`src/rtl/cap_sense_scanner.sv`:
```
// cap_sense_scanner
//
// Drives the shared capacitive-sensor pin through a repeating
// discharge / charge / evaluate schedule and measures how many clock
// cycles each pad takes to rise while the pin is driven high. Each
// completed scan compares the counts against a threshold and updates a
// touched bitmap. A bit changes only when two consecutive scans agree.
//
// Ports:
//   clock        system clock
//   reset        asynchronous, active-low reset
//   enable       1 = scan continuously, 0 = stop after the current scan
//   threshold    a count strictly above this value is a raw touch
//   sensors_in   asynchronous pad inputs, one per pad
//   sensors_out  shared drive pin (high only while charging)
//   touched      debounced touch bitmap
//   scan_done    one-cycle pulse in the cycle touched/counts update
//   busy         high whenever the scanner is not idle
//   count_sel    selects which pad's latched count appears on count_out
//   count_out    latched count of pad count_sel, 0 when out of range

module cap_sense_scanner #(
  parameter int NUM_SENSORS      = 9,
  parameter int CNT_W            = 16,
  parameter int DISCHARGE_CYCLES = 1000,
  parameter int CHARGE_TIMEOUT   = 4000
) (
  input  logic                   clock,
  input  logic                   reset,
  input  logic                   enable,
  input  logic [CNT_W-1:0]       threshold,
  input  logic [NUM_SENSORS-1:0] sensors_in,
  output logic                   sensors_out,
  output logic [NUM_SENSORS-1:0] touched,
  output logic                   scan_done,
  output logic                   busy,
  input  logic [3:0]             count_sel,
  output logic [CNT_W-1:0]       count_out
);

  localparam logic [CNT_W-1:0] DIS_LAST = CNT_W'(DISCHARGE_CYCLES - 1);
  localparam logic [CNT_W-1:0] TIMEOUT  = CNT_W'(CHARGE_TIMEOUT);

  typedef enum logic [1:0] {
    IDLE      = 2'd0,
    DISCHARGE = 2'd1,
    CHARGE    = 2'd2,
    EVAL      = 2'd3
  } state_t;

  state_t                 state_q, state_d;
  logic [CNT_W-1:0]       cnt_q, cnt_d;
  logic [NUM_SENSORS-1:0] sync1_q, sync2_q;
  logic [NUM_SENSORS-1:0] done_q, done_d;
  logic [NUM_SENSORS-1:0] raw_prev_q, raw_prev_d;
  logic [NUM_SENSORS-1:0] touched_q, touched_d;
  logic [NUM_SENSORS-1:0] raw;
  logic [CNT_W-1:0]       count_q [NUM_SENSORS];
  logic [CNT_W-1:0]       count_d [NUM_SENSORS];

  // Sequencer next-state and datapath. Every register holds by default.
  // The phase counter is reused by DISCHARGE and CHARGE, and it returns
  // to zero on every phase change, so each phase starts counting at 0.
  always_comb begin
    state_d    = state_q;
    cnt_d      = cnt_q;
    done_d     = done_q;
    count_d    = count_q;
    raw_prev_d = raw_prev_q;
    touched_d  = touched_q;
    raw        = '0;

    case (state_q)
      IDLE: begin
        cnt_d = '0;
        if (enable) begin
          state_d = DISCHARGE;
        end
      end

      DISCHARGE: begin
        if (cnt_q == DIS_LAST) begin
          cnt_d   = '0;
          done_d  = '0;
          state_d = CHARGE;
        end else begin
          cnt_d = cnt_q + CNT_W'(1);
        end
      end

      CHARGE: begin
        // The first cycle a pad is seen high latches the current charge
        // time. A pad that is already high on entry therefore reads 0.
        for (int i = 0; i < NUM_SENSORS; i++) begin
          if (sync2_q[i] && !done_q[i]) begin
            count_d[i] = cnt_q;
            done_d[i]  = 1'b1;
          end
        end
        // Pads still low at the timeout are pinned to the timeout value.
        // This keeps a dead or unconnected pad bounded and reads as touched.
        if (cnt_q == TIMEOUT) begin
          for (int i = 0; i < NUM_SENSORS; i++) begin
            if (!done_d[i]) begin
              count_d[i] = TIMEOUT;
              done_d[i]  = 1'b1;
            end
          end
          cnt_d   = '0;
          state_d = EVAL;
        end else if (&done_d) begin
          cnt_d   = '0;
          state_d = EVAL;
        end else begin
          cnt_d = cnt_q + CNT_W'(1);
        end
      end

      EVAL: begin
        // A touched bit follows the raw result only when this scan and the
        // previous scan agree. A single noisy scan cannot flip it.
        for (int i = 0; i < NUM_SENSORS; i++) begin
          raw[i] = count_q[i] > threshold;
          if (raw[i] == raw_prev_q[i]) begin
            touched_d[i] = raw[i];
          end
        end
        raw_prev_d = raw;
        state_d    = enable ? DISCHARGE : IDLE;
      end

      default: begin
        state_d = IDLE;
      end
    endcase
  end

  // State and datapath registers, plus a two-flop synchronizer per pad.
  // Reset is asynchronous. The drive pin is decoded from state_q, so an
  // abort drops the pin at once without waiting for a clock edge.
  always_ff @(posedge clock or negedge reset) begin
    if (!reset) begin
      state_q    <= IDLE;
      cnt_q      <= '0;
      sync1_q    <= '0;
      sync2_q    <= '0;
      done_q     <= '0;
      raw_prev_q <= '0;
      touched_q  <= '0;
      for (int i = 0; i < NUM_SENSORS; i++) begin
        count_q[i] <= '0;
      end
    end else begin
      state_q    <= state_d;
      cnt_q      <= cnt_d;
      sync1_q    <= sensors_in;
      sync2_q    <= sync1_q;
      done_q     <= done_d;
      raw_prev_q <= raw_prev_d;
      touched_q  <= touched_d;
      count_q    <= count_d;
    end
  end

  // Read-back mux for the latched counts. A select beyond the last pad
  // reads zero.
  always_comb begin
    count_out = '0;
    for (int i = 0; i < NUM_SENSORS; i++) begin
      if (count_sel == 4'(i)) begin
        count_out = count_q[i];
      end
    end
  end

  assign sensors_out = (state_q == CHARGE);
  assign scan_done   = (state_q == EVAL);
  assign busy        = (state_q != IDLE);
  assign touched     = touched_q;

endmodule

```
`config.mk`:
```
export PLATFORM = sky130hd
export DESIGN_NAME = cap_sense_scanner
export DESIGN_NICKNAME = d
export VERILOG_FILES = /design/src/rtl/cap_sense_scanner.sv
export SDC_FILE = /design/constraint.sdc
export NUM_CORES = 1
export LEC_CHECK = 0
export CAP_MARGIN = 20
export CORE_ASPECT_RATIO = 1.4
export CORE_MARGIN = 1
export CORE_UTILIZATION = 42
export DETAILED_ROUTE_END_ITERATION = 16
export GPL_TIMING_DRIVEN = 0
export REMOVE_ABC_BUFFERS = 1
export SLEW_MARGIN = 20
export SYNTH_ARGS = -nofsm -noshare
export SYNTH_HDL_FRONTEND = slang
export SYNTH_SLANG_ARGS = --single-unit
```
`constraint.sdc`:
```
create_clock -name clock -period 2.8 [get_ports clock]
set_clock_uncertainty 0.05 [all_clocks]
set_input_delay 0.42 -clock clock [delete_from_list [all_inputs] [get_ports clock]]
set_output_delay 0.42 -clock clock [all_outputs]
set_load 0.02 [all_outputs]
```
Word-level counts from Yosys, hierarchy flattened
Cells that the tools add are included.
- word-level logic and storage cells: 153
- register bits after elaboration: 207
- input port bits: 32
- output and inout port bits: 28
- mux-type cells: 59
- $add $sub $neg: 1
- equal/unequal tests: 25
- reductions and logical operators: 35
- magnitude comparators: 9
- operators with widths (operator ; number):
    16-bit two-way mux ; 30
    16-bit greater-than comparator ; 9
    144-bit two-way mux ; 1
    16-bit case mux with 3 select lines ; 1
    2-bit AND reduction ; 10
    1-bit two-way mux ; 19
    9-bit two-way mux ; 2
    9-bit case mux with 2 select lines ; 1
    16-bit by 1-bit adder with 16-bit output (second input constant) ; 1
    16-bit by 10-bit equality test with 1-bit output (second input constant) ; 1
    16-bit by 12-bit equality test with 1-bit output (second input constant) ; 1
    4-bit by 3-bit equality test with 1-bit output (second input constant) ; 4
    1-bit equality test ; 9
    1-bit logical AND ; 9
    1-bit zero test ; 9
    9-bit AND reduction ; 1
    4-bit by 2-bit equality test with 1-bit output (second input constant) ; 2
    2-bit two-way mux ; 4
    2-bit case mux with 4 select lines ; 1
    2-bit equality test (second input constant) ; 2
    4-bit by 1-bit equality test with 1-bit output (second input constant) ; 1
    4-bit equality test (second input constant) ; 1
    4-bit zero test ; 1
    2-bit != test (second input constant) ; 2
    other kinds (6) ; 7

Depth between registers and ports, before layout
Gate-level depths: netlist of the first run.
- depth after elaboration: 10
- mapped depth: 9
- mapped depth without buffers: 8

Worst setup path before layout of the first run
No wires, ideal clock.
- path kind: input to output
- start: input count_sel[0]
- end: output count_out[13]
- path buffers: 2
- data required time: 2.330 ns
- data arrival time: 2.081 ns
- slack: 0.249 ns
- stages: 5
- cell sequence: clkbuf_1 -> nor4b_1 -> clkbuf_1 -> a22oi_1 -> nand2_1
- word-level cells in the longest chain between the ends: 10
- elaborated cells between the ends (all ways): 18
- classes of those cells: 8 x eq/ne; 9 x mux; 1 x reduce/logical
- RTL lines (item ; RTL line ; text):
    start: declaration ; 37 ; input logic [3:0] count_sel,
    4-bit zero test ; 170 ; if (count_sel == 4'(i)) begin
    16-bit two-way mux (8 in series) ; 170 ;
    16-bit two-way mux (*) ; 170 ;
    end: declaration ; 38 ; output logic [CNT_W-1:0] count_out
Every way passes the cells marked *; elsewhere a longest branch is shown, timed or not.

Worst setup path in the final report of the first run
- start: register cnt_q[15]
- end: register done_q[8]
- word-level cells in the longest chain between the ends: 3
- elaborated cells between the ends (all ways): 6
- classes of those cells: 3 x eq/ne; 2 x mux; 1 x reduce/logical
- RTL lines (item ; RTL line ; text):
    start: declaration ; 52 ; logic [CNT_W-1:0] cnt_q, cnt_d;
    start signal: assignment ; 155 ; cnt_q <= cnt_d;
    16-bit by 12-bit equality test with 1-bit output or 16-bit by 10-bit equality test with 1-bit output (tied branches) ; 102, 82 ;
    9-bit two-way mux or 2-bit != test (tied branches) ; -- ;
    9-bit case mux with 2 select lines or 2-bit AND reduction (tied branches) ; -- ;
    end signal: assignment ; 158 ; done_q <= done_d;
    end: declaration ; 54 ; logic [NUM_SENSORS-1:0] done_q, done_d;
Several ways; a longest one is shown, not always the timed one.
A chain may end at the register's enable or synchronous reset.

==> results.sh, run 1 <==
export IMPL_hp_class="in -> reg"
export IMPL_cts_clk_slew_worst_paths_ps=60
export IMPL_instances_no_fill=1796
export IMPL_cts_tree="built"
export IMPL_gr_total_overflow=0
export IMPL_dp_cells=1739
export IMPL_wl_per_cell_um=20.6
export IMPL_switching_power_mw=2.85
export IMPL_cellInternalPower_mw=5.81
export IMPL_synth_cells=1351
export IMPL_antenna_found_initial=0
export IMPL_gp_congestion=0.876
export IMPL_power_mw=8.66
export IMPL_root_buffer="clkbuf_16"
export IMPL_crit_arrival_ps=3130
export IMPL_grt_pass1_vias=10100
export IMPL_max_cap_violations=0
export IMPL_muxShareOfSynthArea_pct=11.0
export IMPL_slew_headroom_pct=28.1
export IMPL_setup_tns_ps=0
export IMPL_synth_top_area_share_pct=40.3
export IMPL_setup_ws_ps=58.4
export IMPL_drt_total_wl_um=37000
export IMPL_numCtsBuffers=23
export IMPL_drt_iter0_drc=637
export IMPL_maxSlewViolCount=0
export IMPL_num_rows=75
export IMPL_tightest_slew_ps=1070
export IMPL_startpoint_type="flop"
export IMPL_drt_first_pass_iters=5
export IMPL_powerDensity_nw_per_um2=578
export IMPL_combPwrFrac_pct=25.2
export IMPL_grt_usage_pct=24.2
export IMPL_routed_via_density=5.74
export IMPL_start_util_pct=42.8
export IMPL_dp_hpwl_um=27700
export IMPL_cts_max_level=1
export IMPL_grt_max_degree=96
export IMPL_antenna_cells=0
export IMPL_cp_startpoint="cnt_q[15]$_DFFE_PN0P_"
export IMPL_seq_power_share_pct=40.0
export IMPL_port_buffers=59
export IMPL_synthAdderAreaFrac_pct=14.8
export IMPL_fp_dieH_um=209
export IMPL_drc=0
export IMPL_synth_edf_count=0
export IMPL_worstPathMaxFanout=11
export IMPL_yosys_area_share_xor_xnor_pct=0.818
export IMPL_holdCritStartpoint="sensors_in[4]"
export IMPL_syn_area_per_cell_um2=9.51
export IMPL_clk_path_buf_depth=3
export IMPL_synth_distinct_cells=61
export IMPL_rsz0062_at_grt="true"
export IMPL_r2r_start="cnt_q[15]$_DFFE_PN0P_"
export IMPL_yosys_top_cells_area="dfrtp_1, ha_1, mux2i_1"
export IMPL_endpoint_kind="flop"
export IMPL_fp_coreArea_um2=30000
export IMPL_fmax_mhz=365
export IMPL_path_class="reg -> reg"
export IMPL_period_needed_ps=2740
export IMPL_yosysWarnings=0
export IMPL_boundaryPins=60
export IMPL_finalCritPeriodShare_pct=97.9
export IMPL_synth_ff_type="dfrtp_1"
export IMPL_synth_top_family_by_area="simple AND/OR/NAND/NOR gates"
export IMPL_mostFrequentLayoutCells="dfrtp_1, nand2_1, nor2_1, ha_1, a21oi_1"
export IMPL_ant_nets=0
export IMPL_peakVddDrop_mv=0.388
export IMPL_vias=10300
export IMPL_fp_dieW_um=150
export IMPL_cts_sinks=207
export IMPL_async_flop_share_pct=100
export IMPL_cp_required_ps=3190
export IMPL_syn_area_um2=12900
export IMPL_syn2layout_area_growth_pct=16.6
export IMPL_synth_compound_area_share_pct=12.3
export IMPL_worstSkewPairLatency_ps=520
export IMPL_p_leak_nw=7.84
export IMPL_yosysSeqAreaShare_pct=40.3
export IMPL_power_frac_clock_pct=34.8
export IMPL_ys_ff_latch=207
export IMPL_dieArea_um2=31300
export IMPL_place_ws_ps=-1120
export IMPL_r2r_slack_ps=60
export IMPL_synth_largest_area_cell="dfrtp_1"
export IMPL_fillers=2843
export IMPL_grt_pass1_wl_um=57900
export IMPL_swShare_pct=32.9
export IMPL_synth_simple_area_share_pct=17.3
export IMPL_mostFrequentLayoutCell="dfrtp_1"
export IMPL_setup_viol=0
export IMPL_fin_nets=1582
export IMPL_status="finished clean"
export IMPL_drive_gt1_share_pct=9.99
export IMPL_hold_viol_final=0
[Yosys cell counts (all sizes together), types with 7 or more instances]
| master | n |
|---|---|
| nor2b | 14 |
| or3 | 7 |
| o221ai | 8 |
| a21oi | 120 |
| mux2i | 88 |
| buf | 14 |
| nand2b | 9 |
| o21ai | 55 |
| nand4 | 36 |
| mux4 | 16 |
| a22oi | 14 |
| ha | 152 |
| inv | 52 |
| dfrtp | 207 |
| a221oi | 7 |
| a22o | 7 |
| nand3 | 44 |
| nor2 | 155 |
| xnor2 | 9 |
| nor4 | 10 |
| nor3 | 16 |
| clkbuf | 48 |
| mux2 | 15 |
| nand2 | 173 |
| o211ai | 15 |
[flip-flops by register name, summed over array words and instances (netlist names)]
signal	count
sync2_q	9
cnt_q	16
done_q	9
state_q	2
count_q	144
raw_prev_q	9
touched	9
sync1_q	9
[worst max-delay path, stage by stage (launching register included)]
cell and delay, ps:
dfrtp_1 560, or4_4 530, or2_1 290, o41a_1 560, and2b_4 380, o21ai_0 100, a21oi_1 180
[cell type report]
cell class / instances / area [um^2] / share of cell area [%]
clock buffers: 33 / 683 / 4.56
clock inverters: 5 / 50.0 / 0.334
inverters: 55 / 206 / 1.38
multi-input cells: 1027 / 7470 / 49.8
flip-flops and latches: 207 / 5190 / 34.6
well taps: 385 / 482 / 3.21
repair buffers: 84 / 912 / 6.08
[metrics by stage]
stage	cell area, um^2	hold slack [ps]	utilization (%)
final	15000	285	49.9
after global routing	15000	276	49.9
after CTS	14900	265	49.6
after detailed placement	13800	280	46.0
after global placement	13700	284	45.6
after floorplan	12600	74.4	-
[logic make-up (layout without fill, tap and decap cells)]
| group | count (synthesis) | in the layout |
|---|---|---|
| adder cells (fa/ha/maj) | 152 | 152 |
| XOR/XNOR | 12 | 12 |
| flip-flops | 207 | 207 |
| multiplexers | 119 | 119 |
| AND/OR/NAND/NOR | 483 | 483 |
| AO/OA/AOI/OAI | 261 | 261 |
| buffers and inverters | 117 | 177 |
[final timing paths]
kind                                               end  cells past startpoint
max in group asynchronous       touched[7]$_DFFE_PN0P_                      3
worst max-delay path             done_q[8]$_DFFE_PN0P_                      6
worst min register to register    sync2_q[7]$_DFF_PN0_                      0
worst min-delay path              sync1_q[4]$_DFF_PN0_                      1
min in group asynchronous         cnt_q[8]$_DFFE_PN0P_                      2
worst max register to register   done_q[8]$_DFFE_PN0P_                      6
[layer usage]
metal	vias up	track usage [%]	wire length, um
met5	-	0	0
met3	67	2.47	1360
met2	239	42.6	19100
li1	4933	-	-
met4	0	8.67	1220
met1	5069	30.4	15300
[repair_timing]
| item | CTS | global route |
|---|---|---|
| buffers inserted | 15 | 3 |
| endpoints found under the hold margin | 38 | 0 |
| resized for setup | 49 | 13 |
| endpoints found under the setup margin | 188 | 22 |
| hold buffers | 1 | 0 |
| pin swaps | 7 | 1 |
[power groups by stage]
| stage | clock, mW | sequential, mW | combinational (mW) |
|---|---|---|---|
| after floorplan | 0 | 3.40 | 1.30 |
| after global placement | 0 | 3.48 | 1.91 |
| after detailed placement | 0 | 3.48 | 1.98 |
| after CTS | 3.09 | 3.45 | 2.11 |
| after global routing | 3.17 | 3.49 | 2.42 |
| final | 3.01 | 3.47 | 2.19 |
Power figures use the tool's default switching activity.
==> run 2: changes to the inputs <==
--- a/config.mk
+++ b/config.mk
@@ -16,3 +16,4 @@
 export SYNTH_ARGS = -nofsm -noshare
 export SYNTH_HDL_FRONTEND = slang
 export SYNTH_SLANG_ARGS = --single-unit
+export TNS_END_PERCENT = 100
==> constraint.sdc (replaced) <==
create_clock -name clock -period 2.21 [get_ports clock]
set_clock_uncertainty 0.05 [all_clocks]
set_input_delay 0.3315 -clock clock [delete_from_list [all_inputs] [get_ports clock]]
set_output_delay 0.3315 -clock clock [all_outputs]
set_load 0.02 [all_outputs]
==> run 2 against run 1 <==
Against the previous run: global-route usage increased by 1.6 points; the run now ends with negative setup slack left; critical endpoint is now cnt_q[15]$_DFFE_PN0P_; worst setup slack got worse by 340 ps; critical path type unchanged; register-to-register slack got worse by 340 ps.
==> results.sh, run 2 (same netlist as run 1, synthesis figures left out) <==
export IMPL_status="finished with violations"
export IMPL_violations="negative setup slack"
export IMPL_mostFrequentLayoutCell="dfrtp_1"
export IMPL_drive_gt1_share_pct=27.4
export IMPL_dieArea_um2=31300
export IMPL_grt_pass1_wl_um=61500
export IMPL_instances_no_fill=1915
export IMPL_hp_class="in -> reg"
export IMPL_fp_dieH_um=209
export IMPL_max_cap_violations=0
export IMPL_slowest_delay_ps=570
export IMPL_drt_first_pass_iters=5
export IMPL_cts_tree="built"
export IMPL_drt_iter0_drc=715
export IMPL_slew_headroom_pct=48.8
export IMPL_setup_viol=166
export IMPL_wl_per_cell_um=21.4
export IMPL_drt_total_wl_um=41000
export IMPL_grt_max_degree=96
export IMPL_cp_buffers_inverters=1
export IMPL_cts_clk_slew_worst_paths_ps=60
export IMPL_fin_nets=1701
export IMPL_cp_common_cell="or4_4"
export IMPL_antenna_found_initial=0
export IMPL_hold_viol_final=0
export IMPL_peakVddDrop_mv=0.494
export IMPL_fp_dieW_um=150
export IMPL_final_util_pct=56.4
export IMPL_critPathSlowestCell="or4_4"
export IMPL_grt_usage_pct=25.9
export IMPL_tightest_slew_ps=766
export IMPL_num_rows=75
export IMPL_dp_cells=1739
export IMPL_p_leak_nw=8.57
export IMPL_endpoint_kind="flop"
export IMPL_fp_coreArea_um2=30000
export IMPL_mostFrequentLayoutCells="dfrtp_1, nand2_1, nor2_1, ha_1, a21oi_1"
export IMPL_boundaryPins=60
export IMPL_crit_arrival_ps=2850
export IMPL_start_util_pct=42.8
export IMPL_largest_registers="count_q x144, cnt_q x16"
export IMPL_cp_required_ps=2570
export IMPL_cpLargestDelayFamily="simple AND/OR/NAND/NOR gates"
export IMPL_cts_sinks=207
export IMPL_gr_total_overflow=0
export IMPL_drc=0
export IMPL_fmax_mhz=402
export IMPL_cts_max_level=1
export IMPL_setup_ws_ps=-277
export IMPL_cp_cell_sequence="or4_4, or2_4, or4_4, a31o_1, a21oi_4, buf_6, nor2_2"
export IMPL_grt_pass1_vias=10700
export IMPL_ant_nets=0
export IMPL_gp_congestion=0.876
export IMPL_powerDensity_nw_per_um2=698
export IMPL_worstSkewPairLatency_ps=520
export IMPL_root_buffer="clkbuf_16"
export IMPL_vias=11100
export IMPL_maxSlewViolCount=0
export IMPL_dp_hpwl_um=27700
export IMPL_worst_hold_slack_ps=193
export IMPL_period_needed_ps=2490
export IMPL_startpoint_type="flop"
export IMPL_largest_reg_flops=144
export IMPL_numCtsBuffers=23
export IMPL_syn2layout_area_growth_pct=31.7
export IMPL_post_route_cell_area_um2=16900
export IMPL_antenna_cells=0
export IMPL_top_register="count_q"
export IMPL_path_class="reg -> reg"
export IMPL_dpl_cell_area_um2=13800
export IMPL_power_mw=11.8
export IMPL_worstPathMaxFanout=6
export IMPL_routed_via_density=5.80
export IMPL_port_buffers=59
export IMPL_clk_path_buf_depth=3
export IMPL_rsz0062_at_grt="true"
export IMPL_finalCritPeriodShare_pct=113
-- run 2: worst reg2reg max path, cell delays in order (launching register included) --
cell	delay [ps]
dfrtp_2	400
or4_4	570
or2_4	260
or4_4	450
a31o_1	230
a21oi_4	180
buf_6	170
nor2_2	60
-- run 2: worst paths after layout --
check                                      start                     end  slack [ps]  depth (start not counted)
setup reg to reg           cnt_q[15]$_DFFE_PN0P_   cnt_q[15]$_DFFE_PN0P_        -280                          7
hold / removal                     sensors_in[4]    sync1_q[4]$_DFF_PN0_         190                          1
setup / recovery           cnt_q[15]$_DFFE_PN0P_   cnt_q[15]$_DFFE_PN0P_        -280                          7
hold reg to reg             sync1_q[7]$_DFF_PN0_    sync2_q[7]$_DFF_PN0_         300                          0
min in group asynchronous                  reset    cnt_q[8]$_DFFE_PN0P_         240                          2
max in group asynchronous                  reset  count_q[0]$_DFFE_PN0P_        1030                          3
-- run 2: per-layer routing --
metal,part of all wire (%),vias up,GRT usage [%]
li1,-,5196,-
met1,39,5490,32.1
met2,52,309,45.3
met3,3.8,110,2.16
met4,4.7,0,11.5
met5,0,-,0
-- run 2: cell type report --
class	count	area, um^2
clock buffer	33	683
clock inverter	5	50.0
fill	2624	13100
inverter	55	263
multi-input combinational	1029	8210
sequential	207	5200
tap	385	482
timing repair buffer	199	2030
timing repair inverter	2	10.0
-- run 2: what timing repair did --
item / in CTS / in global routing
buffers inserted: 95 / 38
cloned: 3 / 3
pin swaps: 50 / 76
hold buffers: 1 / 0
resized for setup: 223 / 153
setup endpoints to repair: 204 / 202
hold endpoints to repair: 38 / 0
-- run 2: power by group --
| group | leakage, nW | switching, mW | internal (mW) | total, mW |
|---|---|---|---|---|
| Combinational | 5.39 | 2.12 | 1.44 | 3.57 |
| Clock | 0.367 | 1.60 | 2.24 | 3.85 |
| Sequential | 2.81 | 0.334 | 4.06 | 4.40 |
-- run 2: through the flow --
| stage | setup TNS [ps] | worst slack (ps) |
|---|---|---|
| finish | -27600 | -277 |
| global route | -35200 | -306 |
| CTS | -24860 | -275 |
| detailed placement | -217130 | -1530 |
| global placement | -2003540 | -8450 |
| floorplan | -45590 | -415 |
